===== src/rtl/quad_decoder.sv =====
// ---------------------------------------------------------------------------
// quad_decoder
//   Debounced quadrature decoder. Each encoder channel passes through a 2-flop
//   synchronizer and then a per-channel debounce filter. Every legal Gray-code
//   step of the filtered pair adds +1 or -1 to a signed accumulator. When the
//   accumulator reaches +DIV or -DIV, a one-cycle move command is issued and
//   the accumulator is cleared. A step that changes both filtered bits at once
//   is illegal: it raises err for one cycle and bumps a saturating counter.
//
// Parameters
//   DEBOUNCE : cycles a synced level must differ from its filtered level
//              before it is accepted (1..255)
//   DIV      : quarter-steps per move pulse (1, 2 or 4)
//
// Ports
//   clk      in   sole clock, rising edge
//   rst      in   asynchronous active-high reset
//   enc_a    in   encoder channel A (asynchronous)
//   enc_b    in   encoder channel B (asynchronous)
//   move     out  2'b10 = step CW, 2'b01 = step CCW, 2'b00 = idle (one cycle)
//   err      out  one-cycle pulse on an illegal filtered transition
//   err_cnt  out  saturating count of err pulses
// ---------------------------------------------------------------------------
module quad_decoder #(
    parameter int DEBOUNCE = 4,
    parameter int DIV      = 4
) (
    input  logic       clk,
    input  logic       rst,
    input  logic       enc_a,
    input  logic       enc_b,
    output logic [1:0] move,
    output logic       err,
    output logic [7:0] err_cnt
);

    typedef enum logic {INIT, RUN} state_t;

    localparam logic [7:0]        DB_LAST = 8'(DEBOUNCE - 1);
    localparam logic signed [3:0] DIV_POS = 4'(DIV);
    localparam logic signed [3:0] DIV_NEG = -DIV_POS;

    state_t            state_reg, state_next;
    logic [1:0]        init_cnt_reg;
    logic              load;

    // Bit 1 is channel A, bit 0 is channel B, so filt reads as {fa,fb}.
    logic [1:0]        enc_pair;
    logic [1:0]        sync_pair;
    logic [1:0]        filt_pair;
    logic [1:0]        prev_pair_reg;

    logic              step_fwd;
    logic              step_back;
    logic              step_bad;
    logic signed [3:0] step;
    logic signed [3:0] acc_reg;
    logic signed [3:0] acc_sum;

    assign enc_pair = {enc_a, enc_b};

    // The third edge after reset release loads the filter and starts RUN.
    assign load = (state_reg == INIT) && (init_cnt_reg == 2'd2);

    always_ff @(posedge clk or posedge rst) begin
        if (rst) begin
            state_reg    <= INIT;
            init_cnt_reg <= 2'd0;
        end else begin
            state_reg <= state_next;
            if (state_reg == INIT && init_cnt_reg != 2'd2)
                init_cnt_reg <= init_cnt_reg + 2'd1;
        end
    end

    always_comb begin
        state_next = state_reg;
        if (load)
            state_next = RUN;
    end

    // Per-channel synchronizer and debounce filter.
    generate
        for (genvar gi = 0; gi < 2; gi++) begin : g_chan
            logic       s1_reg;
            logic       s2_reg;
            logic       filt_reg;
            logic [7:0] cnt_reg;

            always_ff @(posedge clk or posedge rst) begin
                if (rst) begin
                    s1_reg <= 1'b0;
                    s2_reg <= 1'b0;
                end else begin
                    s1_reg <= enc_pair[gi];
                    s2_reg <= s1_reg;
                end
            end

            always_ff @(posedge clk or posedge rst) begin
                if (rst) begin
                    filt_reg <= 1'b0;
                    cnt_reg  <= 8'd0;
                end else if (state_reg == INIT) begin
                    cnt_reg <= 8'd0;
                    if (load)
                        filt_reg <= s2_reg;
                end else if (s2_reg != filt_reg) begin
                    if (cnt_reg == DB_LAST) begin
                        filt_reg <= s2_reg;
                        cnt_reg  <= 8'd0;
                    end else begin
                        cnt_reg <= cnt_reg + 8'd1;
                    end
                end else begin
                    cnt_reg <= 8'd0;
                end
            end

            assign sync_pair[gi] = s2_reg;
            assign filt_pair[gi] = filt_reg;
        end
    endgenerate

    // Classify the filtered-pair change seen in the previous cycle.
    always_comb begin
        step_fwd  = 1'b0;
        step_back = 1'b0;
        step_bad  = 1'b0;
        case ({prev_pair_reg, filt_pair})
            4'b00_01, 4'b01_11, 4'b11_10, 4'b10_00: step_fwd  = 1'b1;
            4'b01_00, 4'b11_01, 4'b10_11, 4'b00_10: step_back = 1'b1;
            4'b00_11, 4'b11_00, 4'b01_10, 4'b10_01: step_bad  = 1'b1;
            default: ;
        endcase
    end

    always_comb begin
        step = 4'sd0;
        if (step_fwd)
            step = 4'sd1;
        else if (step_back)
            step = -4'sd1;
    end

    assign acc_sum = acc_reg + step;

    always_ff @(posedge clk or posedge rst) begin
        if (rst) begin
            prev_pair_reg <= 2'b00;
            acc_reg       <= 4'sd0;
            move          <= 2'b00;
            err           <= 1'b0;
            err_cnt       <= 8'd0;
        end else begin
            move <= 2'b00;
            err  <= 1'b0;
            // While the filter is being loaded, track the loaded value so the
            // first RUN cycle sees no change (pins held at 11 are not an error).
            prev_pair_reg <= (state_reg == INIT) ? sync_pair : filt_pair;
            if (state_reg == RUN) begin
                if (step_bad) begin
                    err <= 1'b1;
                    if (err_cnt != 8'hFF)
                        err_cnt <= err_cnt + 8'd1;
                end else if (step_fwd || step_back) begin
                    if (acc_sum == DIV_POS) begin
                        move    <= 2'b10;
                        acc_reg <= 4'sd0;
                    end else if (acc_sum == DIV_NEG) begin
                        move    <= 2'b01;
                        acc_reg <= 4'sd0;
                    end else begin
                        acc_reg <= acc_sum;
                    end
                end
            end
        end
    end

endmodule


===== config.mk =====
export PLATFORM = sky130hd
export DESIGN_NAME = quad_decoder
export DESIGN_NICKNAME = d
export VERILOG_FILES = /design/src/rtl/quad_decoder.sv
export SDC_FILE = /design/constraint.sdc
export NUM_CORES = 1
export LEC_CHECK = 0
export CORE_MARGIN = 3
export CORE_UTILIZATION = 58
export DETAILED_ROUTE_END_ITERATION = 12
export PLACE_DENSITY = 0.79
export SYNTH_ARGS = -nofsm -noshare
export SYNTH_HDL_FRONTEND = slang
export SYNTH_SLANG_ARGS = --single-unit

===== constraint.sdc =====
create_clock -name clk -period 3.11 [get_ports clk]
set_clock_uncertainty 0.15 [all_clocks]
set_input_delay 0.311 -clock clk [delete_from_list [all_inputs] [get_ports clk]]
set_output_delay 0.311 -clock clk [all_outputs]
set_load 0.02 [all_outputs]

==> results by group, run 1 <==
Floorplanning
  • Die Wd: around 66 um
  • Die ar.: roughly 0.0044 mm2
  • # IOs: 15
  • # rows: 21
  • Die H: about 66 um
  • Core area: 0.00339 mm2
  • Starting Density: 0.616

Job
  • Max_cap viols: 0

Layout
  • Final net count: roughly 220
  • Largest register FFs: 16
  • Fill cells: roughly 260
  • Diode count: 0
  • Area of the multi-input gates: 961 um2
  • Register area: between 0.001 and 0.0015 mm2
  • Synthesis-to-finish area growth: 10.7%
  • Layout cells sized above 1: 0.152
  • Fin area: about 0.0023 mm2
  • Util after Layout: 0.682

Power and ir drop
  • Leak: roughly 1.0 nW
  • Total power: roughly 2.6 mW
  • Max VDD drop: between 0.5 and 0.6 mV
  • PwrDens: approximately 1100 mW/mm2

Setup path
  • Worst setup EP type: flop
  • Arr. time, crit path: roughly 2.7 ns
  • CP startpoint: g_chan[0].filt_reg
  • Worst setup path end: acc_reg[3]
  • Reg2reg end: acc_reg[3]
  • Crit Path Class: reg -> reg
  • R2R depth: 9
  • CP Depth: 9
  • CP top delay family: adder cells
  • Crit path largest cell delay: 0.50 ns
  • CP bufs+invs: 1
  • Critical Path Fanout Max: 6
  • Critical Path RT: approximately 3.2 ns
  • Slowest-stage cell, CP: dfrtp_1
  • Nature of the critical path startpoint: flop
  • Worst-path cell chain: xor2_2 > xor2_2 > ha_1 > inv_1 > fa_1 > nor2b_1 > nand2_1 > o211ai_1 > o211ai_1
  • Worst r2r src: g_chan[0].filt_reg
  • Reg2Reg Setup Slack: between 0.4 and 0.5 ns

Timing
  • Worst slew pin tran: between 0.5 and 0.6 ns
  • Final Max Slew Viols: 0
  • Slew margin rel.: 0.656
  • FMAX: around 380 MHz
  • Hold Slack: 0.212 ns
  • RSZ-0062 raised after global routing: false
  • # setup viols final: 0
  • Final min period: 2.63 ns
  • Final Hold Fails: 0
  • Tcrit/Tclk final: 0.846
  • Setup TNS: 0 ns

Global route
  • GRT Overall Usage: 0.174
  • Vias in the first global route: around 1300
  • Largest net degree at the start of global routing: 43
  • Antenna violations before repair: 0
  • Total gr overflow: 0
  • First-pass GRT wire length: 5840 um

Route
  • Vias: 1343
  • Via-to-Cell Ratio: roughly 5.4
  • 1st-pass router iterations: 7
  • Avg WL per Cell: roughly 13 um
  • Total Routed Length: roughly 3400 um
  • DRT antenna net count: 0
  • Met3 WL: between 100 and 150 um
  • Top Layer Used: met4
  • Drt first-iter violations: 71
  • Post-Route M1 WL: roughly 1400 um
  • DRC Markers: 0
  • Met2 WL: about 1800 um

Synth
  • Top FF cell, synth: dfrtp_1
  • Netlist cell types: between 40 and 50
  • Syn. warnings: 0
  • Mapped Cells: approximately 190
  • Share of the synthesized area in the top cell type: 0.504
  • Post-synthesis register bit count: 42
  • Post-Syn Nets: approximately 200
  • Post-synthesis sequential area ratio: 0.504
  • Most frequent cell after synthesis: dfrtp_1
  • Synth Cell Area: around 0.0021 mm2
  • Leading area contributor after synthesis: dfrtp_1
  • Mean Syn Cell Area: between 10 and 15 um2
  • Ys async rst share: 1.00
  • EDFF count, synth: 0
  • Largest cells by area after synthesis: dfrtp_1 (50%), xor2_1 (5.0%), xnor2_1 (4.6%), ha_1 (4.2%), nor2_1 (3.4%)
  • Post-synth top cells: dfrtp_1 (42), nor2_1 (19), nand2_1 (14)

Clocking
  • Clock buffer depth: 2
  • Clock buffer count from CTS: 5
  • Number of hold buffers added after cts: 0
  • Post-cts sizing count: 0
  • Htree depth: 2
  • Reg clk slew, reported paths: between 0.1 and 0.15 ns
  • CTS Root Cell: clkbuf_4
  • TritonCTS clock tree: yes
  • Setup bufs post-CTS: 0
  • Clock latency at the later pin of the worst-skew pair: approximately 0.34 ns
  • CTS Sinks: 42

Hold path
  • Hold path cells: 0
  • Hold path start: g_chan[0].s1_reg
  • Hold crit path type: reg -> reg

Place
  • GPL Wtd Cong: about 0.85
  • Port buffer count: 14
  • Placement Cell Area: 0.00225 mm2
  • DP Wirelength: ~2500 um

Run status
  • Outcome: finished, final reports clean
## power by group
group	total (mW)	internal, mW	switching [mW]
combinational	1.44	0.727	0.714
clock	0.289	0.114	0.175
sequential	0.843	0.693	0.150
total	2.57	1.53	1.04
## worst register-to-register path, delay by kind of cell, from the launching register on
kind            cells  cell delay (ns)
xor+xnor            2             0.52
fa+ha+maj           2             0.75
flops               1             0.50
compound gates      2             0.24
simple gates        2             0.30
buf+inv             1             0.07
## area by class of cell
| cell class | count | area share |
|---|---|---|
| Sequential cell | 42 | 0.455 |
| Clock buffer | 7 | 0.0238 |
| Multi-Input combinational cell | 131 | 0.416 |
| Timing Repair Buffer | 15 | 0.0639 |
| Clock inverter | 1 | 0.00379 |
| Inverter | 8 | 0.0130 |
| Tap cell | 46 | 0.0249 |
## worst min path at each step
stage	to	slack, ns
CTS	g_chan[0].s2_reg	0.22
global route	g_chan[1].s2_reg	0.22
detailed placement	g_chan[0].s2_reg	0.19
global placement	g_chan[1].s2_reg	0.18
finish	g_chan[0].s2_reg	0.21
floorplan	g_chan[0].s2_reg	0.18
## through the flow
step / setup WS [ns] / std cells
floorplan: 0.697 / 187
finish: 0.478 / 250
global route: 0.328 / 250
global placement: 0.622 / 242
CTS: 0.487 / 250
detailed placement: 0.511 / 242
## metal layers
| metal | track usage | vias up |
|---|---|---|
| met3 | 0.0357 | 4 |
| met4 | 0.0609 | 0 |
| met1 | 0.222 | 667 |
| met5 | 0 | - |
| met2 | 0.294 | 21 |
| li1 | - | 651 |
## logic make-up after synthesis
group                      synth area share
adders and majority gates            0.0516
xor gates and xnor gates              0.131
DFF                                   0.504
muxes                                0.0570
AOI/OAI and AO/OA                    0.0474
and+or+nand+nor                       0.174
buffers and inverters                0.0360
## placed cells by master (no fill, tap or decap), drive strengths merged, types with 2 or more instances in the layout
cell | netlist | layout
mux2 | 9 | 9
nor3b | 2 | 2
nor2 | 19 | 19
o21ai | 2 | 2
o211ai | 2 | 2
or2 | 5 | 5
nand2 | 15 | 15
clkbuf | 3 | 7
dfrtp | 42 | 42
and3 | 4 | 4
nand3 | 10 | 10
clkdlybuf4s50 | 0 | 14
nor3 | 8 | 8
nor4 | 2 | 2
a21oi | 6 | 6
ha | 7 | 7
xnor2 | 11 | 11
xor2 | 15 | 15
nor2b | 2 | 2
inv | 8 | 9
No activity file was read; power rests on OpenSTA's default activity.
==> inputs of run 2 (changes only) <==
Clock period 3.11 ns to 2.7 ns, I/O delays scaled along.
==> results by group, run 2 (same netlist as run 1, synthesis figures left out) <==
Global route
  • GRT Overall Usage: 0.174 (unchanged)
  • Vias in the first global route: 1309 (unchanged)
  • First-pass GRT wire length: 5840 um (unchanged)
  • Total gr overflow: 0 (unchanged)
  • Largest net degree at the start of global routing: 43 (unchanged)
  • Antenna violations before repair: 0 (unchanged)

Layout
  • Util after Layout: 0.689 (was 0.682)
  • Final net count: 216 (was 215)
  • Diode count: 0 (unchanged)
  • Largest register FFs: 16 (unchanged)
  • Fin area: 0.00233 mm2 (was 0.00231 mm2)
  • Layout cells sized above 1: 0.171 (was 0.152)
  • Commonest non-fill, non-tap cell in the layout: dfrtp_1 (unchanged)
  • Synthesis-to-finish area growth: 11.9% (was 10.7%)
  • Commonest non-fill, non-tap cells in the layout: dfrtp_1 (40), nor2_1 (19), nand2_1 (14), clkdlybuf4s50_1 (14), xor2_1 (12) (was dfrtp_1 (42), nor2_1 (19), nand2_1 (14), clkdlybuf4s50_1 (14), xor2_1 (12))

Floorplanning
  • Starting Density: 0.616 (unchanged)
  • # IOs: 15 (unchanged)
  • Die H: 66.0 um (unchanged)
  • Die ar.: 0.00435 mm2 (unchanged)
  • Core area: 0.00339 mm2 (unchanged)
  • Die Wd: 66.0 um (unchanged)
  • # rows: 21 (unchanged)

Setup path
  • Critical Path Fanout Max: 6 (unchanged)
  • Critical Path RT: 2.77 ns (was 3.19 ns)
  • Crit Path Class: reg -> reg (unchanged)
  • Nature of the critical path startpoint: flop (unchanged)
  • Worst setup EP type: flop (unchanged)
  • Arr. time, crit path: 2.66 ns (was 2.71 ns)

Route
  • Drt first-iter violations: 83 (was 71)
  • DRT antenna net count: 0 (unchanged)
  • Via-to-Cell Ratio: 5.35 (was 5.37)
  • Total Routed Length: 3370 um (was 3360 um)
  • Vias: 1344 (was 1343)
  • Avg WL per Cell: 13.4 um (was 13.5 um)
  • 1st-pass router iterations: 4 (was 7)
  • DRC Markers: 0 (unchanged)

Place
  • GPL Wtd Cong: 0.847 (unchanged)
  • Placement Cell Area: 0.00225 mm2 (unchanged)
  • Port buffer count: 14 (unchanged)
  • DP Wirelength: 2460 um (unchanged)

Clocking
  • Clock buffer depth: 2 (unchanged)
  • Htree depth: 2 (unchanged)
  • Clock buffer count from CTS: 5 (unchanged)
  • Reg clk slew, reported paths: 0.12 ns (about the same)
  • Number of hold buffers added after cts: 0 (unchanged)
  • CTS Root Cell: clkbuf_4 (unchanged)
  • TritonCTS clock tree: yes (unchanged)
  • CTS Sinks: 42 (unchanged)
  • Clock latency at the later pin of the worst-skew pair: 0.33 ns (was 0.34 ns)

Power and ir drop
  • Total power: 3.03 mW (was 2.57 mW)
  • Max VDD drop: 0.640 mV (was 0.545 mV)
  • Leak: 1.04 nW (about the same)
  • PwrDens: 1300 mW/mm2 (was 1110 mW/mm2)

Timing
  • Final Hold Fails: 0 (unchanged)
  • Tcrit/Tclk final: 0.957 (was 0.846)
  • FMAX: 387 MHz (was 380 MHz)
  • Worst slew pin tran: 0.516 ns (about the same)
  • Slew margin rel.: 0.656 (about the same)
  • # setup viols final: 0 (unchanged)
  • Final Max Slew Viols: 0 (unchanged)
  • Final min period: 2.58 ns (was 2.63 ns)

Job
  • Max_cap viols: 0 (unchanged)

Run status
  • Outcome: finished, final reports clean (unchanged)

Hold path
  • Hold crit path type: in -> async (was reg -> reg)
run 2: metal layers:
metal / part of all wire / global-route usage
met5: 0 / 0
met2: 0.54 / 0.294
met4: 0.0080 / 0.0609
met1: 0.43 / 0.222
met3: 0.028 / 0.0357
run 2: cell type report:
class                           count  area [um2]
Multi-Input combinational cell    131         975
Clock inverter                      1        8.76
Fill cell                         264        1050
Clock buffer                        7        55.1
Inverter                            8        30.0
Timing Repair Buffer               16         155
Tap cell                           46        57.6
Sequential cell                    42        1050
run 2: critical path, cell delays in order (launching register included):
cell	delay, ns
dfrtp_2	0.49
xor2_2	0.25
xor2_2	0.25
ha_2	0.26
inv_1	0.05
fa_1	0.50
nor2b_1	0.17
nand2_1	0.12
o211ai_1	0.12
o211ai_1	0.12
run 2: repair_timing:
action,in CTS,in global routing
setup endpoints to repair,0,3
gates resized for setup,0,4
hold endpoints to repair,0,0
buffers inserted,0,1
run 2: worst paths after layout:
kind                                    startpoint                  to  slack [ns]  depth (start not counted)
worst max-delay path            g_chan[1].filt_reg          acc_reg[3]        0.12                          9
worst min-delay path                           rst    g_chan[1].s1_reg        0.19                          3
worst max register to register  g_chan[1].filt_reg          acc_reg[3]        0.12                          9
worst min register to register    g_chan[0].s1_reg    g_chan[0].s2_reg        0.21                          0
max in group asynchronous                      rst  g_chan[0].filt_reg        1.83                          3
min in group clk                             enc_a    g_chan[1].s1_reg        0.21                          1
run 2: where the power goes:
| part | switching [mW] | internal, mW | total (mW) |
|---|---|---|---|
| clock | 0.200 | 0.131 | 0.332 |
| combinational | 0.826 | 0.890 | 1.72 |
| sequential | 0.184 | 0.801 | 0.985 |
| total | 1.21 | 1.82 | 3.03 |
run 2: metrics by stage:
stage / std cells / setup WS (ns) / hold WS (ns) / TNS (ns)
after floorplan: 187 / 0.287 / 0.151 / 0
after global placement: 242 / 0.212 / 0.182 / 0
after detailed placement: 242 / 0.101 / 0.186 / 0
after CTS: 250 / 0.0774 / 0.198 / 0
after global routing: 251 / -0.0126 / 0.186 / -0.0126
final: 251 / 0.115 / 0.186 / 0
